==> src/rtl/reg_load_ctrl_if.sv <==
`default_nettype none
// ============================================================================
// Module : reg_load_ctrl_if
// Brief  : Load handshake bundle between control unit and reg_load_ctrl.
// Rev    : 1.0 - initial release
// ============================================================================
interface reg_load_ctrl_if #(
    parameter int WORD_SIZE = 19,
    parameter int SEL_W     = 3,
    parameter int LEN_W     = 3
);
    logic                 load_valid;
    logic                 load_ready;
    logic [SEL_W-1:0]     load_sel;
    logic [LEN_W-1:0]     load_len;
    logic [WORD_SIZE-1:0] load_data;
    logic                 busy;
    logic                 load_done;

    modport master (
        output load_valid, load_sel, load_len, load_data,
        input  load_ready, busy, load_done
    );

    modport slave (
        input  load_valid, load_sel, load_len, load_data,
        output load_ready, busy, load_done
    );
endinterface
`default_nettype wire

==> src/rtl/reg_load_ctrl.sv <==
`default_nettype none
// ============================================================================
// Module : reg_load_ctrl
// Brief  : Register-load controller with burst loads, PC increment, read ports.
// Rev    : 1.0 - initial release
// ============================================================================
module reg_load_ctrl #(
    parameter int WORD_SIZE = 19,
    parameter int NUM_REGS  = 5,
    parameter int SEL_W     = 3,
    parameter int PC_INC    = 1,
    parameter int MAX_BURST = 4,
    localparam int LEN_W    = $clog2(MAX_BURST + 1)
) (
    input  wire logic                 clk,
    input  wire logic                 rst_n,
    reg_load_ctrl_if.slave            load_if,
    input  wire logic                 stall,
    input  wire logic                 pc_inc,
    output logic                      sel_err,
    input  wire logic                 err_clr,
    input  wire logic [SEL_W-1:0]     rd_sel_a,
    output logic      [WORD_SIZE-1:0] rd_data_a,
    input  wire logic [SEL_W-1:0]     rd_sel_b,
    output logic      [WORD_SIZE-1:0] rd_data_b,
    output logic      [WORD_SIZE-1:0] pc_out
);

    localparam logic [0:0] S_IDLE  = 1'b0;
    localparam logic [0:0] S_BURST = 1'b1;

    // One extra bit so NUM_REGS == 2**SEL_W is representable.
    localparam logic [SEL_W:0]     c_num_regs  = (SEL_W + 1)'(NUM_REGS);
    localparam logic [LEN_W-1:0]   c_max_burst = LEN_W'(MAX_BURST);
    localparam logic [WORD_SIZE-1:0] c_pc_inc  = WORD_SIZE'(PC_INC);

    logic [0:0]           r_state;
    logic [LEN_W-1:0]     r_remain;
    logic [SEL_W-1:0]     r_idx;
    logic                 r_done;
    logic                 r_err;
    logic [WORD_SIZE-1:0] r_regs [NUM_REGS];

    logic                 w_ready;
    logic                 w_accept;
    logic                 w_sel_ok;
    logic [LEN_W-1:0]     w_eff_len;
    logic [SEL_W-1:0]     w_wr_idx;
    logic                 w_wr_en;
    logic [SEL_W:0]       w_idx_inc;
    logic [SEL_W-1:0]     w_next_idx;
    logic                 w_last;

    assign w_ready = !stall && rst_n;

    always_comb begin
        w_accept = load_if.load_valid && w_ready;
        w_sel_ok = {1'b0, load_if.load_sel} < c_num_regs;

        if (load_if.load_len == '0)
            w_eff_len = LEN_W'(1);
        else if (load_if.load_len > c_max_burst)
            w_eff_len = c_max_burst;
        else
            w_eff_len = load_if.load_len;

        w_wr_idx   = (r_state == S_BURST) ? r_idx : load_if.load_sel;
        w_wr_en    = w_accept && ((r_state == S_BURST) || w_sel_ok);
        w_idx_inc  = {1'b0, w_wr_idx} + (SEL_W + 1)'(1);
        w_next_idx = (w_idx_inc == c_num_regs) ? '0 : w_idx_inc[SEL_W-1:0];

        // An out-of-range select completes immediately as an error load.
        if (r_state == S_IDLE)
            w_last = !w_sel_ok || (w_eff_len == LEN_W'(1));
        else
            w_last = (r_remain == LEN_W'(1));
    end

    always_ff @(posedge clk) begin
        if (!rst_n) begin
            r_state  <= S_IDLE;
            r_remain <= '0;
            r_idx    <= '0;
            r_done   <= 1'b0;
        end else begin
            r_done <= w_accept && w_last;
            if (w_accept) begin
                if (r_state == S_IDLE) begin
                    if (!w_last) begin
                        r_state  <= S_BURST;
                        r_remain <= w_eff_len - LEN_W'(1);
                        r_idx    <= w_next_idx;
                    end
                end else begin
                    r_remain <= r_remain - LEN_W'(1);
                    r_idx    <= w_next_idx;
                    if (w_last)
                        r_state <= S_IDLE;
                end
            end
        end
    end

    always_ff @(posedge clk) begin
        if (!rst_n)
            r_err <= 1'b0;
        else if (w_accept && (r_state == S_IDLE) && !w_sel_ok)
            r_err <= 1'b1;
        else if (err_clr)
            r_err <= 1'b0;
    end

    // Load write is ordered after the PC increment so it takes priority.
    always_ff @(posedge clk) begin
        if (!rst_n) begin
            for (int i = 0; i < NUM_REGS; i++)
                r_regs[i] <= '0;
        end else begin
            if (pc_inc)
                r_regs[0] <= r_regs[0] + c_pc_inc;
            for (int i = 0; i < NUM_REGS; i++) begin
                if (w_wr_en && (w_wr_idx == SEL_W'(i)))
                    r_regs[i] <= load_if.load_data;
            end
        end
    end

    always_comb begin
        rd_data_a = '0;
        rd_data_b = '0;
        for (int i = 0; i < NUM_REGS; i++) begin
            if ({1'b0, rd_sel_a} == (SEL_W + 1)'(i))
                rd_data_a = r_regs[i];
            if ({1'b0, rd_sel_b} == (SEL_W + 1)'(i))
                rd_data_b = r_regs[i];
        end
    end

    assign load_if.load_ready = w_ready;
    assign load_if.busy       = (r_state == S_BURST);
    assign load_if.load_done  = r_done;
    assign sel_err            = r_err;
    assign pc_out             = r_regs[0];

endmodule
`default_nettype wire

==> src/flat_wrapper.sv <==
// flat-port wrapper written by rule: the top's interface ports become plain ports
module reg_load_ctrl_flat 
#(
    parameter int WORD_SIZE = 19,
    parameter int NUM_REGS  = 5,
    parameter int SEL_W     = 3,
    parameter int PC_INC    = 1,
    parameter int MAX_BURST = 4,
    localparam int LEN_W    = $clog2(MAX_BURST + 1)
)
  (clk, rst_n, stall, pc_inc, sel_err, err_clr, rd_sel_a, rd_data_a, rd_sel_b, rd_data_b, pc_out, load_if_load_valid, load_if_load_sel, load_if_load_len, load_if_load_data, load_if_load_ready, load_if_busy, load_if_load_done);
  reg_load_ctrl_if #(.WORD_SIZE(WORD_SIZE), .SEL_W(SEL_W), .LEN_W((3))) load_if_i ();
  input  wire logic clk;
  input  wire logic rst_n;
  input  wire logic stall;
  input  wire logic pc_inc;
  output logic sel_err;
  input  wire logic err_clr;
  input  wire logic [SEL_W-1:0] rd_sel_a;
  output logic      [WORD_SIZE-1:0] rd_data_a;
  input  wire logic [SEL_W-1:0] rd_sel_b;
  output logic      [WORD_SIZE-1:0] rd_data_b;
  output logic      [WORD_SIZE-1:0] pc_out;
  input wire logic [$bits(load_if_i.load_valid)-1:0] load_if_load_valid;
  input wire logic [$bits(load_if_i.load_sel)-1:0] load_if_load_sel;
  input wire logic [$bits(load_if_i.load_len)-1:0] load_if_load_len;
  input wire logic [$bits(load_if_i.load_data)-1:0] load_if_load_data;
  output wire logic [$bits(load_if_i.load_ready)-1:0] load_if_load_ready;
  output wire logic [$bits(load_if_i.busy)-1:0] load_if_busy;
  output wire logic [$bits(load_if_i.load_done)-1:0] load_if_load_done;
  assign load_if_i.load_valid = load_if_load_valid;
  assign load_if_i.load_sel = load_if_load_sel;
  assign load_if_i.load_len = load_if_load_len;
  assign load_if_i.load_data = load_if_load_data;
  assign load_if_load_ready = load_if_i.load_ready;
  assign load_if_busy = load_if_i.busy;
  assign load_if_load_done = load_if_i.load_done;
  reg_load_ctrl #(.WORD_SIZE(WORD_SIZE), .NUM_REGS(NUM_REGS), .SEL_W(SEL_W), .PC_INC(PC_INC), .MAX_BURST(MAX_BURST)) u_core (.clk(clk), .rst_n(rst_n), .load_if(load_if_i), .stall(stall), .pc_inc(pc_inc), .sel_err(sel_err), .err_clr(err_clr), .rd_sel_a(rd_sel_a), .rd_data_a(rd_data_a), .rd_sel_b(rd_sel_b), .rd_data_b(rd_data_b), .pc_out(pc_out));
endmodule
==> config.mk <==
export PLATFORM = sky130hd
export DESIGN_NAME = reg_load_ctrl_flat
export DESIGN_NICKNAME = d
export VERILOG_FILES = /design/src/rtl/reg_load_ctrl_if.sv /design/src/rtl/reg_load_ctrl.sv /design/src/flat_wrapper.sv
export SDC_FILE = /design/constraint.sdc
export NUM_CORES = 1
export LEC_CHECK = 0
export BUFFER_PORTS_ARGS = -buffer_cell sky130_fd_sc_hd__buf_2
export CAP_MARGIN = 20
export CORE_UTILIZATION = 51
export DETAILED_ROUTE_END_ITERATION = 16
export PLACE_DENSITY = 0.84
export SYNTH_ARGS = -nofsm -noshare
export SYNTH_HDL_FRONTEND = slang
export SYNTH_SLANG_ARGS = --single-unit
==> constraint.sdc <==
create_clock -name clk -period 2.6 [get_ports clk]
set_input_delay 0.39 -clock clk [delete_from_list [all_inputs] [get_ports clk]]
set_output_delay 0.39 -clock clk [all_outputs]
set_load 0.05 [all_outputs]
* Word-level counts from Yosys, hierarchy flattened
Memory sizes are Yosys's and may differ from the RTL's.
Cells that the tools add are included.
** Operators by class
- $add $sub $neg :: 4
- Magnitude comparators :: 2
- Eq/ne operators :: 16
- Mux-type cells :: 47
- Bitwise gates (word level) :: 7
- Reduce and logical (&&, ||, !) cells :: 21
** Operator list (count)
- 19-bit 2-to-1 mux :: 16
- 3-bit 2-to-1 mux :: 8
- 1-bit 2-to-1 mux :: 23
- 19-bit by 1-bit adder with 19-bit output, second input constant :: 1
- 3-bit by 2-bit equality test with 1-bit output, second input constant :: 6
- 3-bit by 1-bit equality test with 1-bit output, second input constant :: 5
- 3-bit logical NOT :: 4
- 1-bit logical AND :: 11
- 3-bit equality test, second input constant :: 3
- 1-bit bitwise OR :: 6
- 3-bit by 1-bit subtractor with 3-bit output, second input constant :: 2
- 3-bit by 1-bit adder with 4-bit output, second input constant :: 1
- 4-bit by 3-bit equality test with 1-bit output, second input constant :: 1
- 3-bit greater-than comparator, second input constant :: 1
- 3-bit less-than comparator, second input constant :: 1
- 1-bit logical NOT :: 2
- 1-bit logical OR :: 2
- 2-bit by 1-bit != test with 1-bit output, second input constant :: 1
- 2-bit AND reduction :: 1
- 2-bit nonzero test :: 1
- 1-bit NOT :: 1
** Storage, ports and cells
- Register bits after elaboration :: 9
- Bits in writable memories :: 95
- Bits of input ports :: 37
- Output and inout bits :: 61
- Logic and storage cells :: 103
- Memories kept :: 1
** Memories
- u_core.r_regs :: words 5, bits a word 19, rd ports 5, clocked after Yosys merged registers in 0, wr ports 5, RTL line reg_load_ctrl.sv:42 : logic [WORD_SIZE-1:0] r_regs [NUM_REGS];

* Depth between registers and ports, before layout
- Depth in word-level cells :: 9
- Gate-level depth with buffers :: 10
- Gate-level depth less buffers :: 8

* Least setup slack after synthesis
Ideal clock, no wire load.
- Path type :: reg2reg
- Start point :: register u_core.r_state (netlist: u_core.load_if.busy)
- End point :: memory u_core.r_regs[0][0], enable pin
- Library setup time :: 0.376 ns
- Data arrival time :: 2.541 ns
- Slack :: -0.317 ns
- Cell stages (with the launch flop) :: 8
- Buffers on the path :: 3
- Period minus slack after synthesis :: 2.917 ns
- Path through :: dfxtp_1 -> clkbuf_1 -> mux2i_1 -> ha_1 -> and3_1 -> buf_2 -> buf_2 -> or3_1
** RTL lines
- start: declaration :: RTL line reg_load_ctrl.sv:37 : logic [0:0] r_state;
- start signal: assignment :: RTL line reg_load_ctrl.sv:81 : r_state <= S_IDLE;
- start signal: assignment :: RTL line reg_load_ctrl.sv:90 : r_state <= S_BURST;
- start signal: assignment :: RTL line reg_load_ctrl.sv:98 : r_state <= S_IDLE;
- end: declaration :: RTL line reg_load_ctrl.sv:42

* Worst setup path in the final report
- Start point :: input port rd_sel_b[0]
- End point :: output port rd_data_b[4]
** On the way
- Longest elaborated chain between the ends :: 6
- Elaborated cells between the ends (all ways) :: 10
- Classes of those cells :: eq/ne (4); mux (5); reduce/logical (1)
** RTL lines
- start: declaration :: RTL line flat_wrapper.sv:21 : input wire logic [SEL_W-1:0] rd_sel_b;
- 3-bit logical NOT :: RTL line reg_load_ctrl.sv:134 : if ({1'b0, rd_sel_b} == (SEL_W + 1)'(i))
- 19-bit 2-to-1 mux (4 in series) :: RTL line reg_load_ctrl.sv:134
- 19-bit 2-to-1 mux * :: RTL line reg_load_ctrl.sv:134
- end: declaration :: RTL line flat_wrapper.sv:22 : output logic [WORD_SIZE-1:0] rd_data_b;
Mark *: on every way between the ends. The rest lies on a longest branch, timed or not.

==> results.txt <==
The cell area power density is around 640 mW/mm^2. The number of distinct standard cells referenced by the synthesized netlist is 42. The total count of hold-check failures in the final report came out at 0. The worst setup slack after layout came out at approximately 0.30 ns. The first-pass GRT wire length is between 20000 and 25000 um. Detailed routing placed a total of approximately 7600 um of wire on met2. Sorting the synthesized cells by area gives the leading types as sky130_fd_sc_hd__edfxtp_1 49%, sky130_fd_sc_hd__mux2i_1 6.7%, sky130_fd_sc_hd__a22oi_1 4.7%, sky130_fd_sc_hd__o22ai_1 3.9%, sky130_fd_sc_hd__a21oi_1 3.5%. Prior to clock tree synthesis, the placed netlist has a worst setup slack of roughly 0.36 ns. Setup repair after global routing left no endpoint under its margin. The H-tree depth reported by CTS came out at 3.

The count of nets left with antenna violations after detail routing came out at 0. Once layout is complete, the cells apart from fillers number roughly 770. The transition at the pin with the smallest max-transition slack came out at 0.5173 ns.

The portion of the clock cycle consumed by the worst path in the final layout is 0.8863. The post-route met1 wirelength came out at 6158 um. The tree is rooted in a sky130_fd_sc_hd__clkbuf_16.

The overall routed net length is roughly 16000 um. The beginning of the critical path is rd_sel_b[0]. TritonCTS built the clock tree. In this run the register-to-register setup slack is about 0.36 ns. In this run the core area contains 38 standard-cell rows. The effective utilization at floorplan is 0.5289.

During I/O placement, the number of pins put on the boundary was 98. The via count of the first global-routing pass is 4704. After detailed placement, the total cell area comes to 0.006395 sq mm. In this run the worst path has a maximum fanout of 17. Between clock sinks in the finished design, the worst skew comes to 0.006365 ns. The maximum number of pins on one net before global-route repair is 27.

Based on the critical path, the design can be clocked at up to ~0.43 GHz. For this run, the share of the core covered by cells in the final layout is 0.6082. The count of instances resized after the clock tree is built is 0. The final instance area came out at 0.006680 sq mm.

Dividing the detail-routed wire length by the instance count gives 20.65 um. The full die area is ~0.012 sq mm. The peak ir drop on the vdd network came out at approximately 0.33 mV. For this design the static power due to leakage is between 2 and 3 nW. The design draws about 4.3 mW.

The mean instance size in the synthesized netlist came out at around 11 sq um. The synthesis-to-layout area growth is 14.99%. The run finished with clean final reports. The count of nets after finishing came out at roughly 670. Summing every instance area after synthesis gives a little under 0.006 sq mm.

The sequential-to-total area share from yosys stat came out at 0.5221. The residual DRC count came out at 0. Among all flip-flop cells after synthesis, the most frequent one is sky130_fd_sc_hd__edfxtp_1. The critical path is of the input port to primary output type.

In the routed layout, each cell is associated on average with a via count of between 6 and 7. STA puts the critical path data required time at ~2.2 ns. The count of flip-flops with a built-in enable after synthesis is between 90 and 100. The final estimated routing congestion in global placement is approximately 0.99. The number of buffers created by CTS is 9. The number of register bits inferred by synthesis came out at approximately 100. The number of placed cells counting well taps came out at ~750. The share of cells above drive strength 1 came out at 0.2424. The clock period minus final worst setup slack is 2.304 ns. The routed length on met3 came out at 1849 um.

The type of the tightest min-delay check is input port to flip-flop. The global routing usage summed across all routing layers is 0.2733. The floorplan die height is about 110 um. The setup TNS after final layout is 0 ns. Measured along the x axis, the die boundary spans between 100 and 150 um. For this run, the detailed router's first-pass iteration total came to 6. The maximum clock path buffer count is 2. The placeable core region came out at roughly 0.011 sq mm. The HPWL after detailed placement came out at 10910 um. Across all layers, the routed design uses 4856 vias. The repair_antennas step left the layout with diodes totalling 0. The tool flagged a number of max-cap violations equal to 0.

The post-CTS clock slew at the launch and capture registers of the worst setup and hold paths is approximately 0.07 ns. The count of final setup violators is 0. The count of buffers inserted at the top-level ports came out at 97. The synthesized design spends more area on one cell type than any other, namely sky130_fd_sc_hd__edfxtp_1. The number of hold buffers added after CTS was 0.

The warning count from the yosys run is 0. Data on the critical path arrives at its endpoint at around 1.9 ns. The startpoint identified for the worst hold timing path is load_if_load_data[9]. The sink count of the clock tree is roughly 100. After global routing the overflow that remains totals 0. The post-CTS setup repair buffer count came out at 0. The worst hold margin came out at 0.3453 ns. The startpoint identified for the worst register-to-register timing path is u_core.load_if.busy$_SDFFE_PN0N_. The worst setup path is launched from an input port. The async set-or-reset flop fraction in the synthesized netlist came out at 0.

Of the post-synthesis cell area, the dominant cell type holds 0.4911. The initial antenna violation count is 0. At the later pin of the worst-skew pair, clock insertion delay measures approximately 0.35 ns. The instance count of the mapped netlist came out at between 500 and 600. The worst relative slew slack came out at 0.6524. Routed signal wires occupy layers up through met4. Counting every net in the synthesized netlist gives slightly below 600.

The first routing iteration left 440 violations. The final number of max-transition violations came to 0. The worst setup path is captured at a primary output.
-- power by group --
part           internal (mW)  switching, mW  total, mW
logic                  0.265          0.643      0.908
clock network          0.737          0.569       1.31
registers               1.97          0.118       2.08
total                   2.97           1.33       4.30
-- cells in the mapped netlist, types with 2 or more instances --
cell,instances
sky130_fd_sc_hd__nor3_1,3
sky130_fd_sc_hd__o22ai_1,36
sky130_fd_sc_hd__o211ai_1,2
sky130_fd_sc_hd__o21ai_0,6
sky130_fd_sc_hd__o31ai_1,20
sky130_fd_sc_hd__and3_1,4
sky130_fd_sc_hd__dfxtp_1,9
sky130_fd_sc_hd__nand2b_1,3
sky130_fd_sc_hd__buf_2,6
sky130_fd_sc_hd__or2_2,2
sky130_fd_sc_hd__a21oi_1,41
sky130_fd_sc_hd__buf_1,4
sky130_fd_sc_hd__a22oi_1,36
sky130_fd_sc_hd__nor2b_1,28
sky130_fd_sc_hd__or3_1,2
sky130_fd_sc_hd__inv_1,15
sky130_fd_sc_hd__and2_1,2
sky130_fd_sc_hd__nand3_1,10
sky130_fd_sc_hd__nor2_1,49
sky130_fd_sc_hd__xnor2_1,11
sky130_fd_sc_hd__mux2i_1,39
sky130_fd_sc_hd__a31oi_1,3
sky130_fd_sc_hd__nand4_1,4
sky130_fd_sc_hd__mux4_2,2
sky130_fd_sc_hd__ha_1,11
sky130_fd_sc_hd__nand2_1,34
sky130_fd_sc_hd__buf_4,21
sky130_fd_sc_hd__clkbuf_1,27
sky130_fd_sc_hd__edfxtp_1,95
sky130_fd_sc_hd__xor2_1,7
-- layer usage --
metal,track usage,vias up
li1,-,2174
met4,0.1033,0
met1,0.3571,2319
met3,0.06695,21
met2,0.4399,342
met5,0,-
-- placed cells by master, fill, tap and decap left out, types with 3 or more instances in the layout --
cell type and instances:
sky130_fd_sc_hd__inv_1 15, sky130_fd_sc_hd__dfxtp_1 8, sky130_fd_sc_hd__nand2b_1 3, sky130_fd_sc_hd__a22oi_1 36, sky130_fd_sc_hd__nand3_1 10, sky130_fd_sc_hd__edfxtp_1 95, sky130_fd_sc_hd__xor2_1 7, sky130_fd_sc_hd__nand2_1 34
sky130_fd_sc_hd__o21ai_0 6, sky130_fd_sc_hd__mux2i_1 39, sky130_fd_sc_hd__o22ai_1 36, sky130_fd_sc_hd__a21oi_1 41, sky130_fd_sc_hd__xnor2_1 11, sky130_fd_sc_hd__nor3_1 3, sky130_fd_sc_hd__o31ai_1 20, sky130_fd_sc_hd__buf_2 97
sky130_fd_sc_hd__ha_1 11, sky130_fd_sc_hd__nand4_1 4, sky130_fd_sc_hd__clkbuf_16 9, sky130_fd_sc_hd__nor2_1 49, sky130_fd_sc_hd__buf_4 29, sky130_fd_sc_hd__nor2b_1 27, sky130_fd_sc_hd__a31oi_1 3, sky130_fd_sc_hd__and3_1 4
-- path summary, 6_finish.rpt --
kind	endpoint	depth (start not counted)
hold / removal	u_core.r_regs[0][9]$_SDFFCE_PN0P_	3
hold reg to reg	u_core.r_idx[2]$_SDFFE_PN0P_	2
setup reg to reg	u_core.r_regs[0][90]$_DFFE_PP_	8
setup / recovery	rd_data_b[4]	7
-- critical path, stage by stage --
cell and delay, ns:
sky130_fd_sc_hd__buf_2 0.35, sky130_fd_sc_hd__buf_4 0.29, sky130_fd_sc_hd__mux2i_1 0.11, sky130_fd_sc_hd__nor2_1 0.12, sky130_fd_sc_hd__a21oi_1 0.05, sky130_fd_sc_hd__o22ai_1 0.26, sky130_fd_sc_hd__buf_2 0.32
-- layout make-up --
class	instances	area [sq um]
fill	833	4303
sequential	104	3037
multi-input combinational	367	2424
timing repair buffer	126	703.2
clock buffer	9	225.2
tap	140	175.2
clock inverter	6	60.06
inverter	15	56.30
-- kinds of logic (layout without fill, tap and decap cells) --
family | after synthesis | in the layout | synth area share
flops | 104 | 104 | 0.5221
compound gates | 150 | 150 | 0.1669
simple gates | 146 | 146 | 0.1213
buf+inv | 73 | 156 | 0.06203
fa+ha+maj | 11 | 11 | 0.02369
xor+xnor | 18 | 18 | 0.02714
mux | 42 | 42 | 0.07689
-- registers in the layout, summed over array words and instances, names as in the netlist --
signal	flops
u_core.load_if.busy	1
u_core.load_if.load_done	1
u_core.r_idx	3
u_core.sel_err	1
u_core.r_regs	95
u_core.r_remain	3
(Power assumes the default switching activity.)
